## config.mk

```make
export PLATFORM = sky130hd
export DESIGN_NAME = adder_share_arbiter
export DESIGN_NICKNAME = d
export VERILOG_FILES = /design/src/rtl/adder_share_arbiter.sv
export SDC_FILE = /design/constraint.sdc
export NUM_CORES = 1
export LEC_CHECK = 0
export ABC_AREA = 0
export CORE_ASPECT_RATIO = 0.7
export CORE_MARGIN = 2
export CORE_UTILIZATION = 39
export DETAILED_ROUTE_END_ITERATION = 12
export GPL_TIMING_DRIVEN = 0
export PLACE_DENSITY = 0.81
export SETUP_SLACK_MARGIN = 0.5
export SYNTH_ARGS = -nofsm -noshare
export SYNTH_HDL_FRONTEND = slang
export SYNTH_SLANG_ARGS = --single-unit
```

## constraint.sdc

```tcl
create_clock -name clk -period 3.2 [get_ports clk]
set_input_delay 0.96 -clock clk [delete_from_list [all_inputs] [get_ports clk]]
set_output_delay 0.96 -clock clk [all_outputs]
set_load 0.03 [all_outputs]
```

## src/rtl/adder_share_arbiter.sv

```systemverilog
// Round-robin arbiter/sequencer that time-shares one combinational adder among NREQ requesters.
// Latency: request accepted at edge T, rsp_valid high after edge T+1; at best one transaction every 3 cycles.
// Backpressure: the response is held stable until rsp_ready; no new grant while a transaction is in flight.
module adder_share_arbiter #(
    parameter int N    = 8,
    parameter int NREQ = 4,
    parameter int IDW  = 2
) (
    input  logic              clk,
    input  logic              rst_n,
    input  logic [NREQ-1:0]   req_valid,
    output logic [NREQ-1:0]   req_ready,
    input  logic [NREQ*N-1:0] req_a,
    input  logic [NREQ*N-1:0] req_b,
    output logic [N-1:0]      add_in1,
    output logic [N-1:0]      add_in2,
    input  logic [N-1:0]      add_answer,
    output logic              rsp_valid,
    input  logic              rsp_ready,
    output logic [N-1:0]      rsp_sum,
    output logic [IDW-1:0]    rsp_id
);

    typedef enum logic [1:0] {
        IDLE = 2'd0,
        CALC = 2'd1,
        RESP = 2'd2
    } state_t;

    state_t         state_q, state_d;
    logic [IDW-1:0] ptr_q, ptr_d;
    logic [IDW-1:0] held_id_q, held_id_d;
    logic [N-1:0]   in1_q, in1_d;
    logic [N-1:0]   in2_q, in2_d;
    logic [N-1:0]   sum_q, sum_d;
    logic [IDW-1:0] rid_q, rid_d;
    logic           rvld_q, rvld_d;

    logic           found;
    logic [IDW-1:0] win;
    logic [IDW-1:0] scan_idx;

    // Round-robin search: first valid requester starting at ptr, wrapping modulo NREQ.
    always_comb begin
        found    = 1'b0;
        win      = '0;
        scan_idx = '0;
        for (int k = 0; k < NREQ; k++) begin
            scan_idx = ptr_q + IDW'(k);
            if (!found && req_valid[scan_idx]) begin
                found = 1'b1;
                win   = scan_idx;
            end
        end
    end

    // Grant is only offered in IDLE; held low while reset is asserted so nothing is accepted then.
    always_comb begin
        req_ready = '0;
        if (rst_n && (state_q == IDLE) && found) begin
            req_ready = NREQ'(1) << win;
        end
    end

    // Next-state and datapath updates for the IDLE/CALC/RESP sequence.
    always_comb begin
        state_d   = state_q;
        ptr_d     = ptr_q;
        held_id_d = held_id_q;
        in1_d     = in1_q;
        in2_d     = in2_q;
        sum_d     = sum_q;
        rid_d     = rid_q;
        rvld_d    = rvld_q;
        unique case (state_q)
            IDLE: begin
                // The winner's valid is high by construction, so a found winner is a handshake.
                if (found) begin
                    in1_d     = req_a[int'(win)*N +: N];
                    in2_d     = req_b[int'(win)*N +: N];
                    held_id_d = win;
                    ptr_d     = win + IDW'(1);
                    state_d   = CALC;
                end
            end
            CALC: begin
                // Operands have been stable for a full cycle; capture the adder result.
                sum_d   = add_answer;
                rid_d   = held_id_q;
                rvld_d  = 1'b1;
                state_d = RESP;
            end
            RESP: begin
                if (rsp_ready) begin
                    rvld_d  = 1'b0;
                    state_d = IDLE;
                end
            end
            default: begin
                state_d = IDLE;
            end
        endcase
    end

    // State and datapath registers; reset discards any in-flight transaction.
    always_ff @(posedge clk or negedge rst_n) begin
        if (!rst_n) begin
            state_q   <= IDLE;
            ptr_q     <= '0;
            held_id_q <= '0;
            in1_q     <= '0;
            in2_q     <= '0;
            sum_q     <= '0;
            rid_q     <= '0;
            rvld_q    <= 1'b0;
        end else begin
            state_q   <= state_d;
            ptr_q     <= ptr_d;
            held_id_q <= held_id_d;
            in1_q     <= in1_d;
            in2_q     <= in2_d;
            sum_q     <= sum_d;
            rid_q     <= rid_d;
            rvld_q    <= rvld_d;
        end
    end

    assign add_in1   = in1_q;
    assign add_in2   = in2_q;
    assign rsp_valid = rvld_q;
    assign rsp_sum   = sum_q;
    assign rsp_id    = rid_q;

endmodule

```

# ---- Yosys cells after proc, flatten, opt, wreduce, memory -nomap -nowiden
# Cells that the tools add are included.
dict set report op_classes {
  reduce_logical 13
  n_lt_le_gt_ge 4
  div 0
  mul 0
  eq_ne 4
  add_sub_neg 4
  muxes 22
  bitwise_logic 0
  shifts 3
}
# op count
set ops {}
lappend ops {{$shiftx 32x6->8} 2}
lappend ops {{$lt 2x3->1 const B} 4}
lappend ops {{$mux 2} 6}
lappend ops {{$mux 1} 9}
lappend ops {{$bmux 1 s2} 4}
lappend ops {{$pmux 2 s3} 1}
lappend ops {{$reduce_and 2->1} 3}
lappend ops {{$logic_and 1x1->1} 5}
lappend ops {{$add 2x1->2 const B} 2}
lappend ops {{$add 2x2->2 const B} 2}
lappend ops {{$mux 4} 1}
lappend ops {{$ne 2x2->1 const B} 2}
lappend ops {{$shl 1x2->4 const A} 1}
lappend ops {{$logic_not 1->1} 3}
lappend ops {{$eq 2x1->1 const B} 1}
lappend ops {{$eq 2x2->1 const B} 1}
lappend ops {{$logic_not 2->1} 1}
lappend ops {{$pmux 1 s2} 1}
lappend ops {{$reduce_bool 2->1} 1}
dict set report totals {
  n_memories 0
  in_bits 79
  mem_bits_rw 0
  register_bits 33
  out_inout_bits 31
  latchBits 0
  elab_cells 58
  mem_bits_ro 0
}

# ---- Depth between registers and ports, before layout
# Gate-level depths: netlist (run 1).
dict set report logic_depth {
  depth_word 14
  mapped_depth 8
  mapped_depth_nobuf 5
}

# ---- Worst setup path after synthesis (run 1)
# OpenSTA, ideal clock, no wires.
dict set report synth_path {
  kind {input-to-output}
  from {in req_valid[3]}
  to {out req_ready[1]}
  required_time_ns 2.240
  stages 7
  t_arrival_ns 2.644
  setup_slack_ns -0.404
  path_buffers 3
  cell_sequence {nor2b_1 -> o21a_1 -> buf_6 -> or3_1 -> buf_6 -> buf_2 -> nor3_1}
}
dict set report synth_between {
  elab_chain_cells 14
  elab_cells_between_ends 25
  cone_classes {shift: 1; mux: 17; reduce/logical: 7}
}
# item line_no
set synth_rtl {}
lappend synth_rtl {{from (decl)} 11} ;# input logic [NREQ-1:0] req_valid,
lappend synth_rtl {{$bmux 1 s2} 50} ;# if (!found && req_valid[scan_idx]) begin
lappend synth_rtl {{$mux 1 (implied by the code)} 50}
lappend synth_rtl {{$mux 1} 50}
lappend synth_rtl {{$logic_not 1->1} 50}
lappend synth_rtl {{$logic_and 1x1->1} 50}
lappend synth_rtl {{$mux 1} 50}
lappend synth_rtl {{$logic_not 1->1} 50}
lappend synth_rtl {{$logic_and 1x1->1} 50}
lappend synth_rtl {{$mux 1} 50}
lappend synth_rtl {{$logic_not 1->1} 50}
lappend synth_rtl {{$logic_and 1x1->1} 50}
lappend synth_rtl {{$mux 2 or $mux 1 (tied branches)} 50}
lappend synth_rtl {{$shl 1x2->4 or $logic_and 1x1->1 (tied branches)} {61, 60}}
lappend synth_rtl {{$mux 4 *} 60} ;# if (rst_n && (state_q == IDLE) && found) begin
lappend synth_rtl {{to (decl)} 12} ;# output logic [NREQ-1:0] req_ready,
# Mark *: on every way between the ends. The rest lies on a longest branch, timed or not. The select of a mux whose other input is x is not followed.

# ---- Final worst setup path (run 1)
# Ends and elaborated chain as after synthesis.

==> results.sh, run 1 <==
export IMPL_syn_inst=195
export IMPL_fill_cells=354
export IMPL_crit_top_cell="buf_6"
export IMPL_postCtsHoldBufs=0
export IMPL_ys_seq_area_share_pct=42.23
export IMPL_hold_class="flip-flop to flip-flop"
export IMPL_critPathTopFamily="simple AND/OR/NAND/NOR gates"
export IMPL_ant_nets=0
export IMPL_design_area_um2=3445
export IMPL_start_util_pct=40.67
export IMPL_ys_warn_count=0
export IMPL_grt_max_degree=35
export IMPL_grt_pass1_vias=2026
export IMPL_cts_sinks=33
export IMPL_finalClockSkew_ns=0.003520
export IMPL_status="finished, violations left"
export IMPL_netlist_area_um2=1956
export IMPL_crit_path_max_incr_delay_ns=0.33
export IMPL_relSlewSlack_pct=41.80
export IMPL_maxSlewViolCount=0
export IMPL_routedWlPerCell_um=15.17
export IMPL_slowest_stage="or3_1"
export IMPL_synth_cell_types=30
export IMPL_fmax_mhz=312.1
export IMPL_area_growth_pct=76.14
export IMPL_portBuffers=109
export IMPL_post_dp_cell_area_um2=3232
export IMPL_worst_slack_ns=-0.004440
export IMPL_grt_pass1_wl_mm=9.646
export IMPL_post_route_min_period_ns=3.204
export IMPL_htreeDepth=2
export IMPL_clkPwrFrac_pct=10.0
export IMPL_violations="negative setup slack"
export IMPL_drt_iter0_markers=84
export IMPL_cts_tree="yes"
export IMPL_final_hold_viol_count=0
export IMPL_arrival_ns=2.24
export IMPL_pwr_share_seq_pct=24.9
export IMPL_vdd_drop_max_mv=0.4799
export IMPL_crit_fanout=4
export IMPL_cts_root_buf="clkbuf_8"
export IMPL_layout_commonest_cell="clkdlybuf4s50_1"
export IMPL_antenna_found_initial=0
export IMPL_dieArea_um2=5606
export IMPL_pin_count=110
export IMPL_cts_buffers=5
export IMPL_clkLatencyLatePin_ns=0.28
export IMPL_die_w_um=88.64
export IMPL_r2r_end="add_in2[0]"
export IMPL_crit_type="input port to output port"
export IMPL_fin_nets=399
export IMPL_clkTransAtPathRegs_ns=0.07
export IMPL_min_delay_start="held_id_q[1]"
export IMPL_core_rowCount=21
export IMPL_drtPass1Iterations=4
export IMPL_gp_congestion=0.7215
export IMPL_place_hpwl_mm=4.356
export IMPL_timing_final_crit_share_pct=100.1
export IMPL_rr_startpoint="ptr_q[1]"
export IMPL_swShare_pct=44.17
export IMPL_cp_start_kind="input port"
export IMPL_finalSetupViolations=2
export IMPL_p_switching_w=0.001345
export IMPL_r2r_slack_ns=0.98
export IMPL_multi_input_area_um2=1072
export IMPL_syn_nets=274
export IMPL_mostFrequentLayoutCells="100 x clkdlybuf4s50_1, 33 x dfrtp_1, 22 x nor2_1"
export IMPL_vias_per_cell=5.079
export IMPL_endpoint_kind="output port"
export IMPL_drc_errors=0
export IMPL_cp_cell_sequence="buf_8, buf_6, nor4_4, or3_1, buf_6, clkinv_8, clkbuf_16, nand2_8, nor3_4, buf_6"
export IMPL_leakagePower_nw=1.480
export IMPL_p_per_area_nw_per_um2=884.2
export IMPL_synth_area_per_cell_um2=10.03
export IMPL_worstHoldPathCells=1
export IMPL_drv_cap=0
export IMPL_ys_seq_elements=33
export IMPL_comb_power_share_pct=65.1
export IMPL_vias=1981
export IMPL_clockBufferDepth=2
export IMPL_register_area_um2=825.8
export IMPL_track_usage_pct=22.32
export IMPL_cp_required_ns=2.24
export IMPL_diodes=0
export IMPL_tightest_slew_ns=0.8697
export IMPL_min_to="held_id_q[1]"
export IMPL_p_int_w=0.001700
export IMPL_dieHeight_um=63.25
export IMPL_drive_gt1_share_pct=17.76
export IMPL_critPathBufInv=6
export IMPL_reg2reg_depth=9
export IMPL_core_um2=4808
export IMPL_globalRouteOverflowTotal=0
export IMPL_rsz0062_at_grt="true"
export IMPL_routed_wl_mm=5.918
export IMPL_setup_tns_ns=-0.005376
repair_timing:
action                     4_1_cts  5_1_grt
pin swaps                        7        6
buffers inserted                 9        0
setup endpoints to repair       21        4
resized for setup               55       10
power by group through the flow:
stage                     clock network (W)  logic, W  registers [W]
final                              0.000304   0.00198       0.000759
after global routing               0.000336   0.00212       0.000785
after CTS                          0.000315   0.00197       0.000758
after detailed placement                  0   0.00187       0.000762
after global placement                    0   0.00186       0.000754
after floorplan                           0  0.000877        0.00109
final cells by class:
class | count | area share [%]
Inverter | 19 | 2.434
Clock buffer | 6 | 2.107
Multi-Input combinational cell | 128 | 31.13
Buffer | 15 | 4.032
Timing Repair Buffer | 118 | 33.53
Sequential cell | 33 | 23.97
Clock inverter | 2 | 0.2906
Tap cell | 69 | 2.506
worst register-to-register path, stage by stage, from the launching register on:
cell,delay (ns)
dfrtp_1,0.43
nor2b_1,0.15
o21a_1,0.20
buf_6,0.13
or3_4,0.32
buf_6,0.13
buf_4,0.16
buf_6,0.14
o2111a_1,0.23
a211oi_1,0.23
cell families after synthesis:
kind of cell	count (synthesis)	synth area share (%)
compound gates	59	25.46
simple gates	42	9.725
buf+inv	34	8.189
flops	33	42.23
mux	26	13.95
xor+xnor	1	0.4479
per-stage QoR:
step / hold slack, ns / util, % / setup slack (ns) / power [W] / instances
finish: 0.4791 / 71.64 / -0.004440 / 0.003046 / 390
global route: 0.5013 / 71.64 / -0.04365 / 0.003239 / 390
CTS: 0.4834 / 70.91 / -0.08089 / 0.003040 / 390
detailed placement: 0.4678 / 67.21 / -1.145 / 0.002637 / 373
global placement: 0.4616 / 67.32 / -1.546 / 0.002610 / 373
floorplan: 0.4438 / - / 0.07182 / 0.001967 / 195
cells in the mapped netlist:
| cell | n | area, µm² |
|---|---|---|
| buf_1 | 2 | 7.510 |
| and3b_1 | 1 | 8.760 |
| or3_1 | 2 | 12.51 |
| mux2i_1 | 16 | 160.2 |
| nor2_1 | 23 | 86.33 |
| o21a_1 | 1 | 7.510 |
| a211oi_2 | 1 | 12.51 |
| nor3_1 | 5 | 25.02 |
| dfrtp_1 | 33 | 825.8 |
| clkinv_1 | 1 | 3.750 |
| nand3b_1 | 1 | 7.510 |
| a21oi_1 | 2 | 10.01 |
| nor4_1 | 1 | 6.260 |
| mux2_2 | 10 | 112.6 |
| nor2b_1 | 2 | 12.51 |
| nand2b_1 | 1 | 6.260 |
| buf_6 | 4 | 45.04 |
| o2111a_1 | 16 | 180.2 |
| a211oi_1 | 15 | 112.6 |
| o221a_2 | 1 | 11.26 |
| clkbuf_1 | 7 | 26.28 |
| and2_1 | 1 | 6.260 |
| a21oi_2 | 1 | 8.760 |
| inv_1 | 18 | 67.56 |
| nand2_1 | 5 | 18.77 |
| a21o_1 | 2 | 15.01 |
| o21ai_0 | 4 | 20.02 |
| o31ai_1 | 16 | 120.1 |
| xnor2_1 | 1 | 8.760 |
| buf_2 | 2 | 10.01 |
registers in the layout (all words and copies together) (netlist names):
name / count
ptr_q: 2
add_in2: 8
state_q: 2
rsp_id: 2
rsp_valid: 1
held_id_q: 2
rsp_sum: 8
add_in1: 8
metal layers:
layer  GRT usage [%]  vias to the layer above  share of wire [%]
met1           29.55                      913                 45
met3           6.422                        8                8.2
met4           6.250                        0               0.81
li1                -                      977                  -
met2           35.45                       83                 46
met5               0                        -                  0
how the worst max path moves through the flow:
stage | from | to | slack [ns] | cells after the start
after floorplan | req_valid[3] | req_ready[1] | 0.07 | 7
after global placement | rst_n | req_ready[0] | -1.55 | 4
after detailed placement | req_valid[3] | req_ready[1] | -1.14 | 9
after CTS | req_valid[3] | req_ready[1] | -0.08 | 9
after global routing | req_valid[3] | req_ready[1] | -0.04 | 10
final | req_valid[3] | req_ready[1] | -0.004 | 10
No activity file was read; power rests on OpenSTA's default activity.
==> inputs of run 2 (changes only) <==
- CORE_UTILIZATION: 39 -> 40
- PLACE_DENSITY: 0.81 -> 0.83
- clock period: 3.2 -> 3.9 ns (I/O delays scaled with it)
==> results.sh, run 2 (synthesis results as in run 1) <==
export IMPL_status="finished clean"
export IMPL_rsz0062_at_grt="true"
export IMPL_fill_cells=358
export IMPL_pin_count=110
export IMPL_grt_max_degree=35
export IMPL_crit_top_cell="buf_6"
export IMPL_dieArea_um2=5473
export IMPL_die_w_um=87.57
export IMPL_post_route_min_period_ns=3.636
export IMPL_maxSlewViolCount=0
export IMPL_place_hpwl_mm=4.454
export IMPL_start_util_pct=41.12
export IMPL_min_delay_start="held_id_q[1]"
export IMPL_worst_slack_ns=0.2645
export IMPL_globalRouteOverflowTotal=0
export IMPL_cts_sinks=33
export IMPL_clkLatencyLatePin_ns=0.29
export IMPL_vias_per_cell=5.145
export IMPL_leakagePower_nw=1.497
export IMPL_timing_final_crit_share_pct=93.22
export IMPL_rr_startpoint="ptr_q[1]"
export IMPL_core_rowCount=21
export IMPL_arrival_ns=2.47
export IMPL_crit_type="input port to output port"
export IMPL_tightest_slew_ns=0.8695
export IMPL_clockBufferDepth=2
export IMPL_cts_buffers=5
export IMPL_endpoint_kind="output port"
export IMPL_portBuffers=109
export IMPL_gp_congestion=0.7213
export IMPL_dieHeight_um=62.50
export IMPL_finalSetupViolations=0
export IMPL_drv_cap=0
export IMPL_r2r_end="add_in2[2]"
export IMPL_layout_commonest_cell="clkdlybuf4s50_1"
export IMPL_cp_required_ns=2.73
export IMPL_vdd_drop_max_mv=0.4328
export IMPL_postCtsHoldBufs=0
export IMPL_cp_cell_sequence="buf_8, buf_4, buf_6, a21oi_4, or3_4, buf_6, buf_12, nor3_4, buf_6"
export IMPL_routed_wl_mm=6.223
export IMPL_cp_start_kind="input port"
export IMPL_min_to="held_id_q[1]"
export IMPL_drt_iter0_markers=62
export IMPL_vias=2022
export IMPL_reg2reg_depth=9
export IMPL_mostFrequentLayoutCells="100 x clkdlybuf4s50_1, 33 x dfrtp_1, 22 x nor2_1"
export IMPL_fmax_mhz=275.1
export IMPL_area_growth_pct=77.93
export IMPL_antenna_found_initial=0
export IMPL_core_um2=4756
export IMPL_drive_gt1_share_pct=18.83
export IMPL_final_hold_viol_count=0
export IMPL_p_per_area_nw_per_um2=728.4
export IMPL_cts_tree="yes"
export IMPL_diodes=0
export IMPL_clkTransAtPathRegs_ns=0.07
export IMPL_cts_root_buf="clkbuf_8"
export IMPL_worstHoldPathCells=1
export IMPL_dpl_worst_slack_ns=-0.8622
export IMPL_final_core_util_pct=73.17
export IMPL_htreeDepth=2
export IMPL_grt_pass1_wl_mm=10.23
export IMPL_critPathTopFamily="buffers and inverters"
export IMPL_routedWlPerCell_um=15.83
export IMPL_critPathBufInv=6
export IMPL_drc_errors=0
export IMPL_hold_class="flip-flop to flip-flop"
export IMPL_relSlewSlack_pct=41.82
export IMPL_crit_path_max_incr_delay_ns=0.38
export IMPL_fin_nets=402
export IMPL_grt_pass1_vias=2094
export IMPL_finalClockSkew_ns=0.005320
export IMPL_ant_nets=0
export IMPL_track_usage_pct=24.12
export IMPL_slowest_stage="or3_4"
export IMPL_r2r_slack_ns=1.72
export IMPL_drtPass1Iterations=4
export IMPL_crit_fanout=4
==> run 2: changes by cell type in the layout (fill, tap and decap cells not counted) <==
cell and delta:
buf_4 +3, buf_6 +2, clkbuf_4 -2, or3_1 -1
or3_4 +1
==> run 2: how the worst max path moves through the flow <==
stage,from,slack (ns),to,depth (start not counted)
4_1_cts,req_valid[3],0.22,req_ready[1],9
5_1_grt,req_valid[3],0.23,req_ready[3],10
2_1_floorplan,req_valid[3],0.35,req_ready[1],7
6_report,req_valid[3],0.26,req_ready[1],9
3_5_place_dp,req_valid[3],-0.86,req_ready[1],9
3_3_place_gp,rst_n,-1.22,req_ready[0],4
==> run 2: where the power goes <==
group | switching, W | internal (W)
logic | 0.000884 | 0.000772
registers | 0.000103 | 0.000520
clock network | 0.000131 | 0.000124
==> run 2: routing by layer <==
metal / up-vias / part of all wire [%] / wire, µm / GRT usage (%)
met1: 956 / 46 / 2835 / 32.83
met3: 5 / 7.5 / 464 / 6.737
met4: 0 / 0.64 / 40 / 7.308
met5: - / 0 / 0 / 0
li1: 983 / - / - / -
met2: 78 / 46 / 2882 / 37.31
==> run 2: timing repair <==
action	CTS	global route
resized for setup	58	10
hold endpoints to repair	0	0
buffers inserted	11	1
gates cloned	0	0
pin swaps	7	3
endpoints found under the setup margin	4	4
==> run 2: final cells by class <==
| cell class | instances | area [µm²] | area share [%] |
|---|---|---|---|
| repair buffers | 121 | 1181 | 33.94 |
| multi-input cells | 128 | 1077 | 30.96 |
| flip-flops and latches | 33 | 825.8 | 23.73 |
| plain buffers | 15 | 142.6 | 4.099 |
| well taps | 69 | 86.33 | 2.481 |
| inverters | 19 | 83.83 | 2.409 |
| clock buffers | 6 | 72.57 | 2.086 |
| clock inverters | 2 | 10.01 | 0.2877 |
==> run 2: metrics by stage <==
stage / std cells / area (µm²) / TNS, ns / hold slack, ns / total power [W]
2_1_floorplan: 195 / 2059 / 0 / 0.4438 / 0.001614
3_3_place_gp: 373 / 3237 / -4.782 / 0.4635 / 0.002141
3_5_place_dp: 373 / 3232 / -3.354 / 0.4718 / 0.002174
4_1_cts: 392 / 3436 / 0 / 0.4876 / 0.002511
5_1_grt: 393 / 3480 / 0 / 0.5205 / 0.002696
6_report: 393 / 3480 / 0 / 0.4876 / 0.002534
